--- config.mk ---
export PLATFORM = sky130hd
export DESIGN_NAME = i2c_result_tx_scheduler
export DESIGN_NICKNAME = d
export VERILOG_FILES = /design/src/rtl/i2c_result_tx_scheduler.sv
export SDC_FILE = /design/constraint.sdc
export NUM_CORES = 1
export LEC_CHECK = 0
export CAP_MARGIN = 20
export CORE_MARGIN = 2
export CORE_UTILIZATION = 58
export CTS_BUF_LIST = sky130_fd_sc_hd__clkbuf_4
export CTS_CLUSTER_SIZE = 20
export DETAILED_ROUTE_END_ITERATION = 10
export HOLD_SLACK_MARGIN = 0.08
export PLACE_DENSITY_LB_ADDON = 0.08
export SYNTH_ARGS = -nofsm -noshare
export SYNTH_HDL_FRONTEND = slang
export SYNTH_SLANG_ARGS = --single-unit
--- constraint.sdc ---
create_clock -name clk -period 3.16 [get_ports clk]
set_input_delay 0.79 -clock clk [delete_from_list [all_inputs] [get_ports clk]]
set_output_delay 0.79 -clock clk [all_outputs]
set_load 0.1 [all_outputs]
--- src/rtl/i2c_result_tx_scheduler.sv ---
// I2C result to UART issue scheduler.
// PC results queue in a FIFO; defaults overwrite a one-entry slot.
module i2c_result_tx_scheduler #(
  parameter int DW          = 16,
  parameter int AW          = 8,
  parameter int FW          = 6,
  parameter int DEPTH       = 4,
  parameter int ACK_TIMEOUT = 1024,
  parameter int CNT_W       = 8
) (
  input  logic                         clk,
  input  logic                         reset,
  input  logic                         i2c_data_rdy,
  input  logic [1:0]                   i2c_valid_instr,
  input  logic [DW-1:0]                i2c_retrieved_data,
  input  logic [AW-1:0]                i2c_instr_address,
  input  logic [7:0]                   i2c_op_info,
  input  logic [FW-1:0]                failure_signal,
  input  logic                         tx_complete,
  output logic                         data_ready,
  output logic [DW-1:0]                toPC_data,
  output logic [FW+1:0]                toPC_mode,
  output logic [AW-1:0]                toPC_address,
  output logic                         full_i2cbuffer,
  output logic                         empty_i2cbuffer,
  output logic [$clog2(DEPTH+1)-1:0]   fifo_count,
  output logic [CNT_W-1:0]             drop_count,
  output logic [CNT_W-1:0]             timeout_count
);

  localparam int PW = $clog2(DEPTH);
  localparam int CW = $clog2(DEPTH+1);
  localparam int TW = $clog2(ACK_TIMEOUT+1);
  localparam int MW = FW+2;

  typedef enum logic [1:0] {
    S_IDLE, S_WAIT_BUSY, S_WAIT_DONE
  } state_t;

  state_t r_state, w_state_nxt;

  logic [DW-1:0] r_fdata [DEPTH];
  logic [AW-1:0] r_faddr [DEPTH];
  logic [FW-1:0] r_ffail [DEPTH];
  logic [1:0]    r_fop2  [DEPTH];
  logic [PW-1:0] r_wptr, r_rptr;
  logic [CW-1:0] r_count;

  logic          r_def_vld;
  logic [DW-1:0] r_def_data;
  logic [FW-1:0] r_def_fail;

  logic [TW-1:0]    r_tmr;
  logic [CNT_W-1:0] r_drop, r_tout;

  logic          r_dr;
  logic [DW-1:0] r_data;
  logic [MW-1:0] r_mode;
  logic [AW-1:0] r_addr;

  logic w_pc_push, w_def_push, w_push_ok, w_pop;
  logic w_sel_fifo, w_sel_def, w_sel_byp, w_issue, w_timeout;
  logic [1:0]    w_op2;
  logic [DW-1:0] w_iss_data;
  logic [MW-1:0] w_iss_mode;
  logic [AW-1:0] w_iss_addr;

  assign w_pc_push  = i2c_data_rdy && (i2c_valid_instr == 2'b11);
  assign w_def_push = i2c_data_rdy && (i2c_valid_instr == 2'b01);
  assign w_pop      = w_sel_fifo;
  assign w_push_ok  = w_pc_push && ((r_count < CW'(DEPTH)) || w_pop);
  assign w_issue    = w_sel_fifo | w_sel_def | w_sel_byp;

  // One-hot op code to 2-bit op field; malformed codes map to 0.
  always_comb begin
    w_op2 = 2'b00;
    case (i2c_op_info[3:0])
      4'b0001: w_op2 = 2'b00;
      4'b0010: w_op2 = 2'b01;
      4'b0100: w_op2 = 2'b10;
      4'b1000: w_op2 = 2'b11;
      default: w_op2 = 2'b00;
    endcase
  end

  // Handshake FSM state register.
  always_ff @(posedge clk) begin
    if (reset) r_state <= S_IDLE;
    else       r_state <= w_state_nxt;
  end

  // Next state and source selection; FIFO wins over the default slot.
  always_comb begin
    w_state_nxt = r_state;
    w_sel_fifo  = 1'b0;
    w_sel_def   = 1'b0;
    w_sel_byp   = 1'b0;
    w_timeout   = 1'b0;
    unique case (r_state)
      S_IDLE: begin
        if (tx_complete) begin
          if (r_count != '0)   w_sel_fifo = 1'b1;
          else if (r_def_vld)  w_sel_def  = 1'b1;
          else if (w_def_push) w_sel_byp  = 1'b1;
        end
        if (w_sel_fifo || w_sel_def || w_sel_byp)
          w_state_nxt = S_WAIT_BUSY;
      end
      S_WAIT_BUSY: begin
        if (!tx_complete) begin
          w_state_nxt = S_WAIT_DONE;
        end else if (r_tmr == TW'(ACK_TIMEOUT-1)) begin
          w_state_nxt = S_IDLE;
          w_timeout   = 1'b1;
        end
      end
      S_WAIT_DONE: begin
        if (tx_complete) w_state_nxt = S_IDLE;
      end
      default: w_state_nxt = S_IDLE;
    endcase
  end

  // Issue record mux.
  always_comb begin
    w_iss_data = r_def_data;
    w_iss_mode = {r_def_fail, 2'b01};
    w_iss_addr = '0;
    if (w_sel_fifo) begin
      w_iss_data = r_fdata[r_rptr];
      w_iss_mode = {r_ffail[r_rptr], r_fop2[r_rptr]};
      w_iss_addr = r_faddr[r_rptr];
    end else if (w_sel_byp) begin
      w_iss_data = i2c_retrieved_data;
      w_iss_mode = {failure_signal, 2'b01};
    end
  end

  // FIFO storage write.
  always_ff @(posedge clk) begin
    if (w_push_ok) begin
      r_fdata[r_wptr] <= i2c_retrieved_data;
      r_faddr[r_wptr] <= i2c_instr_address;
      r_ffail[r_wptr] <= failure_signal;
      r_fop2[r_wptr]  <= w_op2;
    end
  end

  // FIFO pointers and occupancy.
  always_ff @(posedge clk) begin
    if (reset) begin
      r_wptr  <= '0;
      r_rptr  <= '0;
      r_count <= '0;
    end else begin
      if (w_push_ok) r_wptr <= r_wptr + 1'b1;
      if (w_pop)     r_rptr <= r_rptr + 1'b1;
      if (w_push_ok && !w_pop)      r_count <= r_count + 1'b1;
      else if (!w_push_ok && w_pop) r_count <= r_count - 1'b1;
    end
  end

  // Default slot: a new load always wins over consumption.
  always_ff @(posedge clk) begin
    if (reset) begin
      r_def_vld  <= 1'b0;
      r_def_data <= '0;
      r_def_fail <= '0;
    end else if (w_def_push && !w_sel_byp) begin
      r_def_vld  <= 1'b1;
      r_def_data <= i2c_retrieved_data;
      r_def_fail <= failure_signal;
    end else if (w_sel_def) begin
      r_def_vld  <= 1'b0;
    end
  end

  // Ack timer and saturating drop/timeout counters.
  always_ff @(posedge clk) begin
    if (reset) begin
      r_tmr  <= '0;
      r_drop <= '0;
      r_tout <= '0;
    end else begin
      if (w_issue)                    r_tmr <= '0;
      else if (r_state == S_WAIT_BUSY) r_tmr <= r_tmr + 1'b1;
      if (w_pc_push && !w_push_ok && (r_drop != '1))
        r_drop <= r_drop + 1'b1;
      if (w_timeout && (r_tout != '1))
        r_tout <= r_tout + 1'b1;
    end
  end

  // Registered issue outputs; payload holds until the next issue.
  always_ff @(posedge clk) begin
    if (reset) begin
      r_dr   <= 1'b0;
      r_data <= '0;
      r_mode <= '0;
      r_addr <= '0;
    end else begin
      r_dr <= w_issue;
      if (w_issue) begin
        r_data <= w_iss_data;
        r_mode <= w_iss_mode;
        r_addr <= w_iss_addr;
      end
    end
  end

  assign data_ready      = r_dr;
  assign toPC_data       = r_data;
  assign toPC_mode       = r_mode;
  assign toPC_address    = r_addr;
  assign fifo_count      = r_count;
  assign full_i2cbuffer  = (r_count == CW'(DEPTH));
  assign empty_i2cbuffer = (r_count == '0);
  assign drop_count      = r_drop;
  assign timeout_count   = r_tout;

endmodule

==> results.toml <==
[critical_path]
reg2reg_depth = 8
critPathKind = "flip-flop to primary output"
cp_max_fo = 30
cp_data_arrival_time_ns = 2.09
r2r-end = "fifo_count[2]"
rrSetupSlack_ns = 0.70
required_ns = 2.37
reg2reg_from = "fifo_count[0]"
crit_path_end_kind = "primary output"
critPathCapture = "empty_i2cbuffer"
crit_path_start = "fifo_count[0]"
crit_path_start_kind = "flip-flop"

[placed_design]
dp_hpwl_um = 11700
place_congestion = 0.779
dp_slack_ns = -0.0119
placed_cell_area_sq_mm = 0.0100
io_buffers = 93

[cells_and_area]
final_common_cell = "edfxtp_1"
multiInputGateArea_sq_mm = 0.00296
fill_cells = 1062
drive_gt1_frac = 0.262
most-common-layout-cells = "edfxtp_1 (128), dfxtp_1 (92), clkbuf_4 (84)"
design_area_sq_mm = 0.0107
area_delta_synth_final_pct = 20.7
nNetsFinal = 853
seqCellArea_sq_mm = 0.00573

[route]
drt-met1-wl_um = 8010
vias = 6031
postRouteAntennaNets = 0
highest_layer = "met4"
dr_wl_met3_um = 1170
first_iter_violations = 460
wl_um = 19500
met2WireLength_um = 10000
avgRoutedWirePerCell_um = 18.9
first_pass_iters = 5
vias_per_cell = 5.82
route.detailed.drc = 0

[power]
ir_drop_mv = 0.714
cellPowerDensity_mw_per_mm2 = 873
p_leak_nw = 3.84

[clock_network]
insertion_delay_ns = 0.66
post_cts_buffers = 0
cts-buffers-inserted = 55
cts.sinks = 222
cts_tree = "yes"
clk_path_buf_depth = 3
cts.repair.resized = 0
ctsRootBufferMaster = "clkbuf_4"
htree_num_levels = 2
cts.reportedPaths.clkPinSlew_ns = 0.07
holdBufCountCts = 0

[grt]
first_global_vias = 6287
grt_pass1_wl_um = 31300
grt_max_degree = 48
track_usage = 0.246
antenna_found_initial = 2
overflow = 0

[floorplan]
die_w_um = 128
io_pins = 98
die_h_um = 128
die_area_sq_mm = 0.0163
std_cell_rows = 45
start_util = 0.589
core_sq_mm = 0.0151

[timing]
finClkSkew_ns = 0.0270
setup_violations = 0
max_freq_mhz = 347
finalCriticalPeriod_ns = 2.88
rsz0062_at_grt = "false"
slew_violations = 0
fin_crit_sh = 0.912
finalHoldViolCount = 0
worst_slack_ns = 0.280
max_slew.worst_pin.slew_ns = 0.795
slew_headroom = 0.470

[outcome]
status = "completed"

[hold_path]
min_path_type = "flip-flop to flip-flop"

[yosys]
ys_top_cells_by_area = "edfxtp_1 (43%), dfxtp_1 (21%), mux4_2 (8.1%), a21oi_1 (3.2%), nand2_1 (3.2%)"
ys_ff_latch = 222
async_reset_ff_frac = 0
synth_fp_nets = 713
synth_cell_types = 50
ys_warn_count = 0
syn_area_sq_mm = 0.00889
synthFlopType = "edfxtp_1"
yosysTopAreaCellShare = 0.432
synth_edf_count = 128
ys_seq_area_frac = 0.644
yosys.area.top_type = "edfxtp_1"
syn_avg_cell_area_sq_um = 13.5
synth_cells = 660

[flow_run]
maxCapViolations = 0
[area by class of cell]
| type | count | share of cell area |
|---|---|---|
| Multi-Input combinational cell | 390 | 0.276 |
| Sequential cell | 222 | 0.534 |
| Inverter | 8 | 0.00280 |
| Tap cell | 188 | 0.0219 |
| Clock buffer | 84 | 0.0588 |
| Antenna cell | 2 | 0.000466 |
| Timing Repair Buffer | 123 | 0.0993 |
| Clock inverter | 19 | 0.00711 |
[state kept, by name (all words and copies together), names as in the netlist, 3 cells and up, named ones only]
register and count:
r_ffail 24, r_def_fail 6, toPC_address 8, fifo_count 3
toPC_data 16, timeout_count 8, r_fdata 64, r_faddr 32
r_fop2 8, r_def_data 16, r_tmr 11, toPC_mode 8
drop_count 8
[critical path, stage by stage (launching register included)]
cell	delay [ns]
dfxtp_1	0.39
or3_4	0.61
inv_1	0.15
buf_4	0.30
[cell usage after synthesis (10+ instances only)]
master and n:
a21oi_1 57, a22o_1 32, buf_2 11, clkbuf_1 19
dfxtp_1 94, edfxtp_1 128, mux4_2 32, nand2_1 75
nand3_1 10, nor2_1 22, o21a_1 22, o21ai_0 31
xor2_1 13
[layer usage]
layer | GRT usage | vias up
met5 | 0 | -
met4 | 0.100 | 0
met3 | 0.0576 | 31
met2 | 0.424 | 209
met1 | 0.302 | 2975
li1 | - | 2816
[cells by family after synthesis]
family                     Yosys count  share of synthesized area
muxes                               38                     0.0881
DFF                                222                      0.644
adders and majority gates            9                     0.0135
and+or+nand+nor                    167                     0.0951
xor gates and xnor gates            18                     0.0177
buffers and inverters               48                     0.0248
AOI/OAI and AO/OA                  158                      0.117
[per-stage QoR]
stage	TNS [ns]	hold slack, ns	std cells	power [mW]	util
final	0	0.460	1036	9.37	0.711
after global routing	0	0.473	1036	9.83	0.711
after CTS	0	0.460	1034	9.45	0.711
after detailed placement	-0.0119	0.451	931	7.11	0.664
after global placement	0	0.441	931	7.05	0.664
after floorplan	0	0.437	660	6.30	-
[power by group]
part	total, mW	internal (mW)	switching (mW)
Clock	2.33	1.22	1.11
Sequential	3.56	3.32	0.242
Combinational	3.48	1.02	2.45
[worst min-delay path by stage]
stage | slack [ns] | startpoint | endpoint | depth (start not counted)
global route | 0.47 | r_def_data[6] | r_def_data[6] | 2
CTS | 0.46 | r_def_data[2] | r_def_data[2] | 2
global placement | 0.44 | r_def_data[10] | r_def_data[10] | 2
finish | 0.46 | r_def_data[2] | r_def_data[2] | 2
detailed placement | 0.45 | r_def_data[7] | r_def_data[7] | 2
floorplan | 0.44 | r_def_data[0] | r_def_data[0] | 2
Note: power is estimated with default switching activity, not from simulation.
